### config.mk
export PLATFORM = sky130hd
export DESIGN_NAME = msrv32_store_unit_flat
export DESIGN_NICKNAME = d
export VERILOG_FILES = /design/src/rtl/msrv32_store_unit_if.sv /design/src/rtl/msrv32_store_unit.sv /design/src/flat_wrapper.sv
export SDC_FILE = /design/constraint.sdc
export NUM_CORES = 1
export LEC_CHECK = 0
export CELL_PAD_IN_SITES_DETAIL_PLACEMENT = 0
export CELL_PAD_IN_SITES_GLOBAL_PLACEMENT = 1
export CORE_ASPECT_RATIO = 0.75
export CORE_MARGIN = 3
export CORE_UTILIZATION = 32
export CTS_BUF_LIST = sky130_fd_sc_hd__clkbuf_2 sky130_fd_sc_hd__clkbuf_4 sky130_fd_sc_hd__clkbuf_8
export CTS_CLUSTER_SIZE = 24
export DETAILED_ROUTE_END_ITERATION = 8
export MAX_ROUTING_LAYER = met4
export PLACE_DENSITY = 0.86
export SYNTH_ARGS = -nofsm -noshare
export SYNTH_HDL_FRONTEND = slang
export SYNTH_SLANG_ARGS = --single-unit
### constraint.sdc
create_clock -name ms_riscv32_mp_clk_in -period 1.9 [get_ports ms_riscv32_mp_clk_in]
set_input_delay 0.57 -clock ms_riscv32_mp_clk_in [delete_from_list [all_inputs] [get_ports ms_riscv32_mp_clk_in]]
set_output_delay 0.57 -clock ms_riscv32_mp_clk_in [all_outputs]
set_load 0.05 [all_outputs]
### src/rtl/msrv32_store_unit_if.sv
// Data-memory write bus between the store unit (master) and data memory (slave).
interface msrv32_store_unit_if #(
    parameter int WIDTH = 32
);
    logic             ms_riscv32_mp_dmwr_req_out;
    logic [WIDTH-1:0] ms_riscv32_mp_dmaddr_out;
    logic [WIDTH-1:0] ms_riscv32_mp_dmdata_out;
    logic [3:0]       ms_riscv32_mp_dmwr_mask_out;
    logic             ms_riscv32_mp_dmwr_ack_in;

    modport master (
        output ms_riscv32_mp_dmwr_req_out,
        output ms_riscv32_mp_dmaddr_out,
        output ms_riscv32_mp_dmdata_out,
        output ms_riscv32_mp_dmwr_mask_out,
        input  ms_riscv32_mp_dmwr_ack_in
    );

    modport slave (
        input  ms_riscv32_mp_dmwr_req_out,
        input  ms_riscv32_mp_dmaddr_out,
        input  ms_riscv32_mp_dmdata_out,
        input  ms_riscv32_mp_dmwr_mask_out,
        output ms_riscv32_mp_dmwr_ack_in
    );
endinterface

### src/rtl/msrv32_store_unit.sv
// Store unit: aligns rs2 into byte lanes, builds the write mask and runs one
// req/ack write to data memory per accepted store, stalling the pipeline while
// the write is outstanding. Misaligned stores and ack timeouts are flagged.
module msrv32_store_unit #(
    parameter int WIDTH          = 32,
    parameter int TIMEOUT_CYCLES = 16
) (
    input  logic                ms_riscv32_mp_clk_in,
    input  logic                ms_riscv32_mp_rst_in,
    input  logic                store_req_in,
    input  logic [1:0]          store_size_in,
    input  logic [WIDTH-1:0]    iadder_in,
    input  logic [WIDTH-1:0]    rs2_in,
    msrv32_store_unit_if.master dm,
    output logic                store_stall_out,
    output logic                store_done_out,
    output logic                misaligned_store_out,
    output logic                store_fault_out
);
    localparam int CNT_W = (TIMEOUT_CYCLES > 2) ? $clog2(TIMEOUT_CYCLES) : 1;
    localparam logic [CNT_W-1:0] CNT_LAST = CNT_W'(TIMEOUT_CYCLES - 1);

    typedef enum logic {
        IDLE = 1'b0,
        BUSY = 1'b1
    } state_t;

    state_t           state_q, state_d;
    logic [CNT_W-1:0] cnt_q, cnt_d;
    logic [WIDTH-1:0] addr_q, addr_d;
    logic [WIDTH-1:0] data_q, data_d;
    logic [3:0]       mask_q, mask_d;
    logic             done_q, done_d;
    logic             fault_q, fault_d;
    logic             mis_q, mis_d;

    // Lane alignment of the presented store
    logic [WIDTH-1:0] al_data;
    logic [3:0]       al_mask;
    logic             al_mis;
    logic [1:0]       a;

    assign a = iadder_in[1:0];

    // Replicate the source bytes into every lane and pick the lanes to enable
    always_comb begin
        al_data = rs2_in;
        al_mask = 4'b1111;
        al_mis  = 1'b0;
        case (store_size_in)
            2'b00: begin
                al_data = {4{rs2_in[7:0]}};
                al_mask = 4'b0001 << a;
                al_mis  = 1'b0;
            end
            2'b01: begin
                al_data = {2{rs2_in[15:0]}};
                al_mask = a[1] ? 4'b1100 : 4'b0011;
                al_mis  = a[0];
            end
            default: begin
                // 2'b11 is treated as a word store
                al_data = rs2_in;
                al_mask = 4'b1111;
                al_mis  = |a;
            end
        endcase
    end

    // Next-state and registered-output logic of the write FSM
    always_comb begin
        state_d = state_q;
        cnt_d   = cnt_q;
        addr_d  = addr_q;
        data_d  = data_q;
        mask_d  = mask_q;
        done_d  = 1'b0;
        fault_d = 1'b0;
        mis_d   = 1'b0;
        case (state_q)
            IDLE: begin
                if (store_req_in) begin
                    if (al_mis) begin
                        mis_d = 1'b1;
                    end else begin
                        addr_d  = {iadder_in[WIDTH-1:2], 2'b00};
                        data_d  = al_data;
                        mask_d  = al_mask;
                        cnt_d   = '0;
                        state_d = BUSY;
                    end
                end
            end
            BUSY: begin
                // An ack in the final timeout cycle still completes the write
                if (dm.ms_riscv32_mp_dmwr_ack_in) begin
                    done_d  = 1'b1;
                    state_d = IDLE;
                end else if (cnt_q == CNT_LAST) begin
                    fault_d = 1'b1;
                    state_d = IDLE;
                end else begin
                    cnt_d = cnt_q + CNT_W'(1);
                end
            end
            default: state_d = IDLE;
        endcase
    end

    // State and output registers; reset discards any in-flight write
    always_ff @(posedge ms_riscv32_mp_clk_in) begin
        if (ms_riscv32_mp_rst_in) begin
            state_q <= IDLE;
            cnt_q   <= '0;
            addr_q  <= '0;
            data_q  <= '0;
            mask_q  <= '0;
            done_q  <= 1'b0;
            fault_q <= 1'b0;
            mis_q   <= 1'b0;
        end else begin
            state_q <= state_d;
            cnt_q   <= cnt_d;
            addr_q  <= addr_d;
            data_q  <= data_d;
            mask_q  <= mask_d;
            done_q  <= done_d;
            fault_q <= fault_d;
            mis_q   <= mis_d;
        end
    end

    assign dm.ms_riscv32_mp_dmwr_req_out  = (state_q == BUSY);
    assign dm.ms_riscv32_mp_dmaddr_out    = addr_q;
    assign dm.ms_riscv32_mp_dmdata_out    = data_q;
    assign dm.ms_riscv32_mp_dmwr_mask_out = mask_q;

    // Pipeline is released in the ack cycle so the held store retires once
    assign store_stall_out      = (state_q == BUSY) & ~dm.ms_riscv32_mp_dmwr_ack_in;
    assign store_done_out       = done_q;
    assign store_fault_out      = fault_q;
    assign misaligned_store_out = mis_q;
endmodule
### src/flat_wrapper.sv
// flat-port wrapper written by rule: the top's interface ports become plain ports
module msrv32_store_unit_flat 
#(
    parameter int WIDTH          = 32,
    parameter int TIMEOUT_CYCLES = 16
)
  (ms_riscv32_mp_clk_in, ms_riscv32_mp_rst_in, store_req_in, store_size_in, iadder_in, rs2_in, store_stall_out, store_done_out, misaligned_store_out, store_fault_out, dm_ms_riscv32_mp_dmwr_req_out, dm_ms_riscv32_mp_dmaddr_out, dm_ms_riscv32_mp_dmdata_out, dm_ms_riscv32_mp_dmwr_mask_out, dm_ms_riscv32_mp_dmwr_ack_in);
  msrv32_store_unit_if #(.WIDTH(WIDTH)) dm_i ();
  input  logic ms_riscv32_mp_clk_in;
  input  logic ms_riscv32_mp_rst_in;
  input  logic store_req_in;
  input  logic [1:0] store_size_in;
  input  logic [WIDTH-1:0] iadder_in;
  input  logic [WIDTH-1:0] rs2_in;
  output logic store_stall_out;
  output logic store_done_out;
  output logic misaligned_store_out;
  output logic store_fault_out;
  output wire logic [$bits(dm_i.ms_riscv32_mp_dmwr_req_out)-1:0] dm_ms_riscv32_mp_dmwr_req_out;
  output wire logic [$bits(dm_i.ms_riscv32_mp_dmaddr_out)-1:0] dm_ms_riscv32_mp_dmaddr_out;
  output wire logic [$bits(dm_i.ms_riscv32_mp_dmdata_out)-1:0] dm_ms_riscv32_mp_dmdata_out;
  output wire logic [$bits(dm_i.ms_riscv32_mp_dmwr_mask_out)-1:0] dm_ms_riscv32_mp_dmwr_mask_out;
  input wire logic [$bits(dm_i.ms_riscv32_mp_dmwr_ack_in)-1:0] dm_ms_riscv32_mp_dmwr_ack_in;
  assign dm_ms_riscv32_mp_dmwr_req_out = dm_i.ms_riscv32_mp_dmwr_req_out;
  assign dm_ms_riscv32_mp_dmaddr_out = dm_i.ms_riscv32_mp_dmaddr_out;
  assign dm_ms_riscv32_mp_dmdata_out = dm_i.ms_riscv32_mp_dmdata_out;
  assign dm_ms_riscv32_mp_dmwr_mask_out = dm_i.ms_riscv32_mp_dmwr_mask_out;
  assign dm_i.ms_riscv32_mp_dmwr_ack_in = dm_ms_riscv32_mp_dmwr_ack_in;
  msrv32_store_unit #(.WIDTH(WIDTH), .TIMEOUT_CYCLES(TIMEOUT_CYCLES)) u_core (.ms_riscv32_mp_clk_in(ms_riscv32_mp_clk_in), .ms_riscv32_mp_rst_in(ms_riscv32_mp_rst_in), .store_req_in(store_req_in), .store_size_in(store_size_in), .iadder_in(iadder_in), .rs2_in(rs2_in), .dm(dm_i), .store_stall_out(store_stall_out), .store_done_out(store_done_out), .misaligned_store_out(misaligned_store_out), .store_fault_out(store_fault_out));
endmodule
# --- Word-level counts from Yosys, hierarchy flattened ---
# Index checks and enable logic that the tools add are counted.
totals:
  reg_bits: 74
  in_bits: 70
  out_inout_bits: 73
  elab_cells: 45
op_classes:
  addsub: 1
  eq_ne: 6
  shift: 1
  mux: 17
  bitwise_logic: 5
  reduce_logical: 7
ops:
  columns: ["cell", "count"]
  rows:
  - ["case mux 32 bit (2 select lines)", 1]
  - ["2-to-1 mux 4 bit", 5]
  - ["case mux 4 bit (2 select lines)", 2]
  - ["inequality test 2 bit (second input constant)", 4]
  - ["2-to-1 mux 1 bit", 7]
  - ["OR reduction 3 bit", 2]
  - ["adder 4 x 1 -> 4 bit (second input constant)", 1]
  - ["equality test 4 bit (second input constant)", 1]
  - ["NOT 1 bit", 4]
  - ["case mux 1 bit (2 select lines)", 2]
  - ["AND reduction 4 bit", 1]
  - ["OR reduction 2 bit", 2]
  - ["left shift 1 x 2 -> 4 bit (first input constant)", 1]
  - ["AND reduction 3 bit", 1]
  - ["equality test 2 x 1 -> 1 bit (second input constant)", 1]
  - ["zero test 2 bit", 1]
  - ["AND 1 bit", 1]

# --- Logic depth before layout (Yosys ltp) ---
logic_depth:
  word_depth: 5
  mapped_depth: 6
  mapped_depth_nobuf: 4

# --- Worst setup path before layout ---
# OpenSTA, ideal clock, no wires.
synth_timing:
  kind: "reg-to-reg"
  start: "register u_core.state_q (netlist: u_core.dm.ms_riscv32_mp_dmwr_req_out)"
  end: "register u_core.cnt_q[3]"
  setup_time_ns: 0.122
  arrival_ns: 1.758
  t_required_ns: 1.778
  setup_slack_ns: 0.020
  stages_incl_launch_ff: 5
  n_path_buf: 0
  synth_period_minus_slack_ns: 1.880
  path_cell_list: "dfxtp_1 -> nand2b_1 -> inv_1 -> nand2_1 -> a311o_1"
synth_between:
  elab_chain_len: 3
  word_cells_on_any_way: 7
  cone_classes: "eq/ne (4); mux (1); bitwise (1); reduce/logical (1)"
synth_rtl:
  columns: ["element", "line_no", "rtl"]
  rows:
  - ["start: declaration", "msrv32_store_unit.sv:28", "state_t state_q, state_d;"]
  - ["start signal: assignment", "msrv32_store_unit.sv:122", "state_q <= state_d;"]
  - ["NOT 1 bit (no source line)", null, null]
  - ["inequality test 2 bit (no source line)", null, null]
  - ["AND reduction 4 bit (no source line)", null, null]
  - ["end signal: assignment", "msrv32_store_unit.sv:123", "cnt_q <= cnt_d;"]
  - ["end: declaration", "msrv32_store_unit.sv:29", "logic [CNT_W-1:0] cnt_q, cnt_d;"]
# Several ways; a longest one is shown, not always the timed one.
# A chain may end at the register's enable or synchronous reset.

# --- Worst setup path in the final report ---
layout_timing:
  start: "input iadder_in[0]"
  end: "register u_core.cnt_q[3]"
layout_between:
  elab_chain_len: 4
layout_rtl:
  columns: ["element", "line_no", "rtl"]
  rows:
  - ["start: declaration", "flat_wrapper.sv:13", "input logic [WIDTH-1:0] iadder_in;"]
  - ["OR reduction 2 bit", "msrv32_store_unit.sv:65", "al_mis = |a;"]
  - ["case mux 1 bit (2 select lines) *", "msrv32_store_unit.sv:50", "case (store_size_in)"]
  - ["inequality test 2 bit (no source line) *", null, null]
  - ["AND reduction 4 bit (no source line) *", null, null]
# Mark *: on every way between the ends. The rest lies on a longest branch, timed or not.

==> flow_summary.ini <==
[final_layout]
final_cells = 673
drive_gt1_share_pct = 28.9
layout_commonest_cell = buf_4
nFillCells = 962
seqCellArea_um2 = 1480
nets = 603
fin_area_um2 = 5250
diodes = 0
multi_input_area_um2 = 1750
postLayoutCoreUtil_pct = 50.2
area_growth_pct = 50.4
final_cell_mix = buf_4 (113), dfxtp_1 (74), clkdlybuf4s50_1 (67)

[worst_hold_path]
hold_path_class = flop to flop

[timing]
setup_ws_ns = 0.0987
fmax_ghz = 0.555
finalCriticalPeriod_ns = 1.80
hold_slack_ns = 0.471
setup_violations = 0
hold_viol_final = 0
slew_violations = 0
fin_crit_sh_pct = 94.8
grt_setup_unrepaired = no
skew_ns = 0.0114

[die]
die_h_um = 96.4
coreArea_um2 = 10500
num_rows = 32
ioPinCount = 143
start_util_pct = 33.4
die_x_um = 127
die_area_um2 = 12200

[critical_path]
worstSetupPathType = input port to flop
end_kind = flop
cp.required_ns = 2.14
worstPathMaxFanout = 14
cp.arrival_ns = 2.04
start_kind = input port

[synthesis]
ys_types = 39
synth_area_um2 = 3490
postSynthCellCount = 382
yosysSeqAreaShare_pct = 42.5
async_flop_share_pct = 0
yosys_warnings = 0
ys_seq_elements = 74
synth_edf_count = 0
syn_avg_cell_area_um2 = 9.13
ys.flop_type = dfxtp_1

[detailed_routing]
vias_per_cell = 5.66
drc = 0
finalWirelength_um = 12100
routedWlPerCell_um = 18.0
drtAntennaViolNets = 0
vias = 3810
first_pass_iters = 5
initialDrtViolationCount = 272

[cts]
cts_hold_buffers = 0
clk_pin_slew_ns = 0.07
numCtsBuffers = 9
clock_sinks = 74
cts_buffer_depth = 2
cts_root_buffer = clkbuf_8
worst_skew_pair.late_latency_ns = 0.36
htree_num_levels = 3
cts_tree = yes

[place]
io_buffers = 140
place_ws_ns = -0.264
dp_hpwl_um = 8760
gp_congestion = 0.879
dp_cells = 656
placed_cell_area_um2 = 5050

[pwr]
ir_drop_mv = 0.316
p_leak_nw = 2.14
power_density_nw_per_um2 = 760

[grt]
grt_max_degree = 39
antenna_found_initial = 0
grt_pass1_vias = 3592
grt_pass1_wl_um = 18900
overflow = 0
grtUsageTotal_pct = 20.0

[run_status]
status = finished, final reports clean

[job]
cap_violations = 0
## what timing repair did
| action | CTS | global route |
|---|---|---|
| buffers inserted | 1 | 0 |
| hold endpoints to repair | 0 | 0 |
| endpoints found under the setup margin | 1 | 1 |
| resized for setup | 3 | 1 |
## worst max-delay path, cell delays in order
cell and delay, ns:
clkdlybuf4s50_1 0.52, buf_4 0.21, o21ai_4 0.15, nand3_1 0.15, buf_12 0.18, a311o_1 0.26
## where the power goes
group,internal [mW],switching (mW)
registers,1.64,0.0562
clock network,0.548,0.587
logic,0.450,0.702
total,2.64,1.35
## cell type report
class | count | area share [%]
inverters | 5 | 0.358
well taps | 136 | 3.24
clock buffers | 13 | 3.05
repair buffers | 188 | 31.5
clock inverters | 3 | 0.286
flip-flops and latches | 74 | 28.2
multi-input cells | 254 | 33.3
## cell usage after synthesis (10+ instances only)
master,count,area (um2)
dfxtp_1,74,1480
a21oi_1,40,200
nand4_1,38,238
o31ai_1,38,285
buf_2,21,105
a31oi_1,19,119
nand2_1,18,67.6
mux2i_1,16,160
clkbuf_1,15,56.3
a311oi_1,11,96.3
nand2b_1,11,68.8
o21ai_0,10,50.1
## worst paths after layout
check | from | endpoint | slack, ns | depth (start not counted)
setup / recovery | iadder_in[0] | u_core.cnt_q[3] | 0.1 | 6
hold / removal | u_core.dm.ms_riscv32_mp_dmdata_out[27] | u_core.dm.ms_riscv32_mp_dmdata_out[27] | 0.47 | 2
setup reg to reg | u_core.dm.ms_riscv32_mp_dmwr_req_out | u_core.cnt_q[3] | 0.46 | 6
hold reg to reg | u_core.dm.ms_riscv32_mp_dmdata_out[27] | u_core.dm.ms_riscv32_mp_dmdata_out[27] | 0.47 | 2
## registers in the layout, indices dropped and copies added, names as in the netlist
| signal | flops |
|---|---|
| u_core.dm.ms_riscv32_mp_dmwr_req_out | 1 |
| u_core.store_fault_out | 1 |
| u_core.store_done_out | 1 |
| u_core.dm.ms_riscv32_mp_dmaddr_out | 30 |
| u_core.dm.ms_riscv32_mp_dmwr_mask_out | 4 |
| u_core.cnt_q | 4 |
| u_core.dm.ms_riscv32_mp_dmdata_out | 32 |
| u_core.misaligned_store_out | 1 |
## metal layers
layer  track usage, %  vias up  wire (um)
met1             27.7     1855       5720
met4             3.75        0         91
li1                 -     1780          -
met5                -        -          0
met3             6.65       11        993
met2             28.4      164       5320
## kinds of logic after synthesis
group | Yosys count | share of synthesized area (%)
buf+inv | 55 | 8.39
mux | 24 | 7.17
simple gates | 83 | 14.0
fa+ha+maj | 1 | 0.359
flops | 74 | 42.5
compound gates | 144 | 27.5
other cells | 1 | 0.108
## metrics by stage
stage,power (mW),TNS [ns]
4_1_cts,4.00,0
3_3_place_gp,2.86,-9.92
6_report,3.98,0
3_5_place_dp,2.88,-12.62
2_1_floorplan,2.40,0
5_1_grt,4.15,0
(Power assumes the default switching activity.)
